File: src/rtl/team_06_adc_sample_ctrl.sv
// ADC serial sample controller: CONV/GAP sequencer feeding a sample buffer.
// Define ADC_CTRL_FIFO_EN for a FIFO_DEPTH-entry FIFO; default is one register.
module team_06_adc_sample_ctrl #(
  parameter int GAP_CYCLES = 8,
  parameter int FIFO_DEPTH = 4
) (
  input  logic       spiclk,
  input  logic       rst,
  input  logic       en,
  input  logic       adc_serial_in,
  output logic       adc_cs_n,
  output logic [7:0] sample_data,
  output logic       sample_valid,
  input  logic       sample_ready,
  output logic       busy,
  output logic       overflow,
  input  logic       clr_ovf
);

`ifdef ADC_CTRL_FIFO_EN
  localparam int DEPTH = FIFO_DEPTH;
`else
  localparam int DEPTH = (FIFO_DEPTH > 0) ? 1 : 1;
`endif
  localparam int PW = $clog2(2 * DEPTH);
  localparam int IW = (DEPTH > 1) ? $clog2(DEPTH) : 1;
  localparam logic [PW-1:0] IMASK = PW'(DEPTH - 1);
  localparam logic [PW-1:0] FULLV = PW'(DEPTH);
  localparam logic [7:0] GAP_LOAD = 8'(GAP_CYCLES - 1);

  typedef enum logic [1:0] {IDLE, CONV, GAP} state_t;

  state_t     state, state_d;
  logic [2:0] bit_cnt, bit_cnt_d;
  logic [7:0] gap_cnt, gap_cnt_d;
  logic [7:0] shift, shift_d;
  logic [7:0] word;
  logic       push;

  logic [7:0]    mem [DEPTH];
  logic [PW-1:0] wr_ptr, rd_ptr, occ;
  logic [IW-1:0] wr_idx, rd_idx;
  logic          empty, full, pop, push_ok, ovf_evt;

  // Sequencer state, counters and shift register.
  always_ff @(posedge spiclk or posedge rst) begin
    if (rst) begin
      state   <= IDLE;
      bit_cnt <= '0;
      gap_cnt <= '0;
      shift   <= '0;
    end else begin
      state   <= state_d;
      bit_cnt <= bit_cnt_d;
      gap_cnt <= gap_cnt_d;
      shift   <= shift_d;
    end
  end

  // Next state: 8 shift cycles, then GAP_CYCLES of chip-select high.
  always_comb begin
    state_d   = state;
    bit_cnt_d = bit_cnt;
    gap_cnt_d = gap_cnt;
    shift_d   = shift;
    push      = 1'b0;
    word      = {shift[6:0], adc_serial_in};
    unique case (state)
      IDLE: begin
        if (en) begin
          state_d   = CONV;
          bit_cnt_d = '0;
        end
      end
      CONV: begin
        shift_d   = word;
        bit_cnt_d = bit_cnt + 3'd1;
        if (bit_cnt == 3'd7) begin
          push      = 1'b1;
          state_d   = GAP;
          gap_cnt_d = GAP_LOAD;
        end
      end
      GAP: begin
        if (gap_cnt == 8'd0) begin
          state_d   = en ? CONV : IDLE;
          bit_cnt_d = '0;
        end else begin
          gap_cnt_d = gap_cnt - 8'd1;
        end
      end
      default: state_d = IDLE;
    endcase
  end

  assign adc_cs_n = (state != CONV);
  assign busy     = (state != IDLE);

  // Pointers carry one extra bit so full and empty differ.
  assign occ     = wr_ptr - rd_ptr;
  assign empty   = (occ == '0);
  assign full    = (occ == FULLV);
  assign wr_idx  = IW'(wr_ptr & IMASK);
  assign rd_idx  = IW'(rd_ptr & IMASK);
  assign pop     = !empty && sample_ready;
  assign push_ok = push && (!full || pop);
  assign ovf_evt = push && full && !pop;

  assign sample_valid = !empty;
  assign sample_data  = mem[rd_idx];

  // Buffer storage, pointers and sticky overflow.
  always_ff @(posedge spiclk or posedge rst) begin
    if (rst) begin
      wr_ptr   <= '0;
      rd_ptr   <= '0;
      overflow <= 1'b0;
      for (int i = 0; i < DEPTH; i++) mem[i] <= '0;
    end else begin
      if (pop) rd_ptr <= rd_ptr + 1'b1;
      if (push_ok) begin
        mem[wr_idx] <= word;
        wr_ptr      <= wr_ptr + 1'b1;
      end
      if (ovf_evt) overflow <= 1'b1;
      else if (clr_ovf) overflow <= 1'b0;
    end
  end

endmodule

File: config.mk
export PLATFORM = sky130hd
export DESIGN_NAME = team_06_adc_sample_ctrl
export DESIGN_NICKNAME = d
export VERILOG_FILES = /design/src/rtl/team_06_adc_sample_ctrl.sv
export SDC_FILE = /design/constraint.sdc
export NUM_CORES = 1
export LEC_CHECK = 0
export BUFFER_PORTS_ARGS = -buffer_cell sky130_fd_sc_hd__buf_2
export CAP_MARGIN = 20
export CORE_MARGIN = 10
export CORE_UTILIZATION = 40
export CTS_BUF_LIST = sky130_fd_sc_hd__clkbuf_8
export DETAILED_ROUTE_END_ITERATION = 16
export PLACE_DENSITY_LB_ADDON = 0.05
export SYNTH_ARGS = -nofsm -noshare
export SYNTH_HDL_FRONTEND = slang
export SYNTH_SLANG_ARGS = --single-unit
File: constraint.sdc
create_clock -name spiclk -period 4.4 [get_ports spiclk]
set_input_delay 0.66 -clock spiclk [delete_from_list [all_inputs] [get_ports spiclk]]
set_output_delay 0.66 -clock spiclk [all_outputs]
set_load 0.005 [all_outputs]
After elaboration in Yosys (flattened, before gate mapping). Cells that the tools add are included.

Register bits: 31. Output and inout port bits: 12.

Add/sub/neg operators: 5. Eq/ne operators: 8. Muxes and demuxes: 15. Reductions and logical operators: 16.

Operators by type and width (count): 8-bit 2-to-1 mux (2); 8-bit one-hot mux with 2 select lines (1); 3-bit one-hot mux with 3 select lines (1); 3-bit AND reduction (3); 8-bit zero test (1); 2-bit != test, second input constant (4); 8-bit by 1-bit subtractor with 8-bit output, second input constant (1); 2-bit 2-to-1 mux (3); 3-bit 2-to-1 mux (2); 2-bit one-hot mux with 3 select lines (1); 2-bit nonzero test (3); 1-bit 2-to-1 mux (5); 1-bit logical AND (4); 3-bit by 1-bit adder with 3-bit output, second input constant (1); 3-bit equality test, second input constant (1); 3-bit nonzero test (1); 1-bit adder, second input constant (2); 2-bit by 1-bit equality test with 1-bit output, second input constant (1); 2-bit equality test, second input constant (1); 1-bit zero test (2); 2-bit zero test (1); 2-bit by 1-bit != test with 1-bit output, second input constant (1); 1-bit logical OR (1); 1-bit subtractor (1).

Logic depth before layout (Yosys ltp).
Depth after elaboration: 6. Gate-level depth with buffers: 6.

Worst setup path before layout. No wires, ideal clock.

Path type: register to register. Start point: reg bit_cnt[0]. End point: reg mem (netlist bit sample_data[0]). Data arrival time: 1.504 ns. Slack: 2.769 ns. Cell stages (with the launch flop): 7. Period minus slack after synthesis: 1.631 ns. Cells stage by stage: dfrtp_1 -> ha_1 -> ha_1 -> nand3b_2 -> a21o_1 -> buf_2 -> mux2_1.

Longest elaborated chain between the ends: 4.

RTL lines: from (decl) (RTL line 34) `logic [2:0] bit_cnt, bit_cnt_d;`; from (signal assigned) (RTL line 54) `bit_cnt <= bit_cnt_d;`; 3-bit equality test (RTL line 78) `if (bit_cnt == 3'd7) begin`; 1-bit 2-to-1 mux (RTL line 78); 1-bit 2-to-1 mux (RTL line 68) `unique case (state)`; 1-bit logical AND (RTL line 106) `assign push_ok = push && (!full || pop);`; to (signal, indexed assignment) (RTL line 122) `mem[wr_idx] <= word;`; to (decl) (RTL line 40) `logic [7:0] mem [DEPTH];`.

No other way between the ends. A chain may end at the register's enable or synchronous reset.

Worst setup path in the final report.
Start point: reg state[0]. End point: out adc_cs_n.

Longest elaborated chain between the ends: 1.

RTL lines: from (decl) (RTL line 33) `state_t state, state_d;`; from (signal assigned) (RTL line 53) `state <= state_d;`; 2-bit by 1-bit != test with 1-bit output (RTL line 96) `assign adc_cs_n = (state != CONV);`; to (decl) (RTL line 11) `output logic adc_cs_n,`.

No other way between the ends.

==> run summary <==
layout cells sized above 1 -> 26.8%
DR vias -> 971
CTS Buf Count -> 5
Critical path origin -> state[0]
Rows -> 22
total die area -> 0.00655 mm²
Clk pin slew, worst setup/hold paths -> 0.06 ns
ANT cells -> 0
Crit Path Class -> reg -> out
CP Data Required Time -> 3.74 ns
All-Layer GR Usage -> 9.22%
Fin Clk Skew -> 0.00781 ns
largest net degree at the start of global routing -> 32
crit path cell chain -> nand2_1 -> buf_2
combinational family with the most area after synthesis -> multiplexers
DRC Markers -> 0
TritonCTS clock tree -> built
core area -> 0.00363 mm²
pre-CTS setup slack -> 2.51 ns
CTS sink count -> 31
post-CTS sizing -> 0
actual slew at the worst max-slew pin -> 0.556 ns
vias in the first global route -> 1026
first-pass detailed-route iteration total -> 4
Yosys reg bits -> 31
1st-iter DRT viols -> 83
type of the most critical hold path -> in -> async
Max Transition Viols Final -> 0
XOR/XNOR Fraction of Synth Area -> 0.589%
Syn Inst Count -> 122
Setup crit start kind -> flip-flop
worst flop-to-flop path startpoint -> bit_cnt[0]
leakage -> 0.866 nW
final setup TNS -> 0 ns
CTS HTree Levels -> 2
Peak Freq -> 0.452 GHz
Fill cells -> 349
global-route wire length before repair -> 4730 µm
slowest CP cell -> dfrtp_1
Wirelength per Cell -> 14.5 µm
mapped cell area -> 0.00149 mm²
Critical Path End Type -> primary output
power per cell area -> 653 mW/mm²
post-synth cell types -> 36
Horiz. Die Dim -> 81.0 µm
syn_area_per_cell -> 12.2 µm²
worst path bufs/invs -> 1
DR vias/cell -> 5.11
compound-cell area share of the yosys netlist -> 7.74%
total of max-cap violations -> 0
RSZ-0062 raised after global routing -> false
gr ovfl total -> 0
initial antenna violation count -> 0
IO Pins -> 18
clk root buf -> clkbuf_8
gpl congestion -> 0.780
period utilization -> 50.2%
CTS max path bufs -> 2
Post-CTS Setup Bufs -> 0
Post-Synth Simple-Gate Area -> 15.7%
setup ws final -> 2.19 ns
final wirelength -> 2750 µm
Initial Utilization -> 40.9%
slowest stage delay, CP -> 0.64 ns
VDD IR-drop max -> 0.249 mV
remaining antenna violation count -> 0
crit path time final -> 2.21 ns
final net count -> 152
status -> finished clean
DP Wirelength -> 1960 µm
YS warnings -> 0
syn_nets -> 132
crit path DAT -> 1.55 ns
Layout area overhead -> 14.1%
Crit Path Max Fanout -> 15
cts hold-fix bufs -> 0
Adder-Cell Fraction of Synth Area -> 3.37%
clock latency on the worst-skew pair -> 0.27 ns
final hold violations -> 0
critical path's top delay family -> flip-flops
multiplexer share of the synthesized area -> 16.8%
I/O Buffers -> 17
Setup Viol. Count Final -> 0
die height -> 81.0 µm
Max-slew headroom -> 62.8%
sequential area share after synthesis -> 52.2%
-- worst paths after layout --
path                                   to  slack (ns)  cells after the start
min                        sample_data[7]        0.46                      3
max                              adc_cs_n        2.19                      2
max reg2reg                sample_data[3]        2.57                      5
max in group asynchronous      bit_cnt[1]        3.65                      3
min reg2reg                    gap_cnt[6]        0.48                      1
min in group spiclk            gap_cnt[6]        0.48                      1
-- cells by family (layout without fill, tap and decap cells) --
logic type | count (synthesis) | count (layout)
adder cells (fa/ha/maj) | 4 | 4
multiplexers | 23 | 23
XOR/XNOR | 1 | 1
buffers and inverters | 11 | 31
AO/OA/AOI/OAI | 17 | 17
flip-flops | 31 | 31
AND/OR/NAND/NOR | 35 | 35
-- cell usage in the layout, fill, tap and decap left out, types with 5 or more instances in the layout --
cell / synthesis / layout
mux2_1: 10 / 10
mux2_2: 6 / 6
clkbuf_8: 0 / 6
o21ai_1: 5 / 5
dfrtp_1: 31 / 31
buf_2: 3 / 17
mux2i_1: 7 / 7
inv_1: 6 / 6
nand2_1: 10 / 10
-- layer usage --
layer | global-route usage [%] | up-vias | wire [µm]
met5 | 0 | - | 0
met4 | 5.71 | 0 | 54
met3 | 3.31 | 5 | 142
met2 | 14.1 | 19 | 1280
met1 | 10.8 | 476 | 1270
li1 | - | 471 | -
-- sequential cells by signal, summed over array words and instances, names as in the netlist --
register,count
gap_cnt,8
sample_data,8
shift,7
bit_cnt,3
state,2
overflow,1
rd_ptr,1
wr_ptr,1
-- cells in the mapped netlist (all sizes together) --
cell type	number	area (µm²)
a31oi	2	12.5
o21ai	7	46.3
nand3b	2	18.8
a21oi	2	10.0
buf	4	26.3
a21o	1	7.51
nor2	2	7.51
nor3	4	30.0
nand3	1	5.00
and2	2	12.5
mux2	16	180
nor2b	2	12.5
inv	6	22.5
o2bb2ai	1	8.76
nor4b	2	17.5
o211ai	4	30.0
clkbuf	1	3.75
xor2	1	8.76
or4	1	11.3
nand2	10	37.5
mux2i	7	70.1
nand2b	2	12.5
or2	1	6.26
nor3b	2	15.0
ha	4	50.1
and3b	1	8.76
or3b	1	8.76
nor4	1	6.26
nand4b	1	23.8
dfrtp	31	776
-- cell type report --
type | instances | area (µm²) | share of cell area (%)
tap | 48 | 60.1 | 3.54
clock inverter | 1 | 5.00 | 0.295
timing repair buffer | 18 | 92.6 | 5.46
inverter | 6 | 22.5 | 1.33
multi-input combinational | 80 | 658 | 38.8
clock buffer | 6 | 82.6 | 4.87
sequential | 31 | 776 | 45.7
-- per-stage QoR --
step	cells	hold slack, ns	area [µm²]	util (%)	total power, mW
2_1_floorplan	122	0.447	1490	-	0.782
3_3_place_gp	183	0.466	1610	44.3	0.890
3_5_place_dp	183	0.473	1610	44.3	0.901
4_1_cts	190	0.476	1700	46.7	1.13
5_1_grt	190	0.504	1700	46.7	1.20
6_report	190	0.461	1700	46.7	1.11
-- report_power, final --
part	switching [mW]	internal, mW
Clock	0.0959	0.122
Combinational	0.180	0.196
Sequential	0.105	0.409
Total	0.381	0.727
-- worst register-to-register path, stage by stage, from the launching register on --
cell	delay, ns
dfrtp_1	0.40
ha_1	0.21
ha_1	0.21
nand3b_2	0.20
a21o_1	0.33
mux2_1	0.37
(Power assumes the default switching activity.)
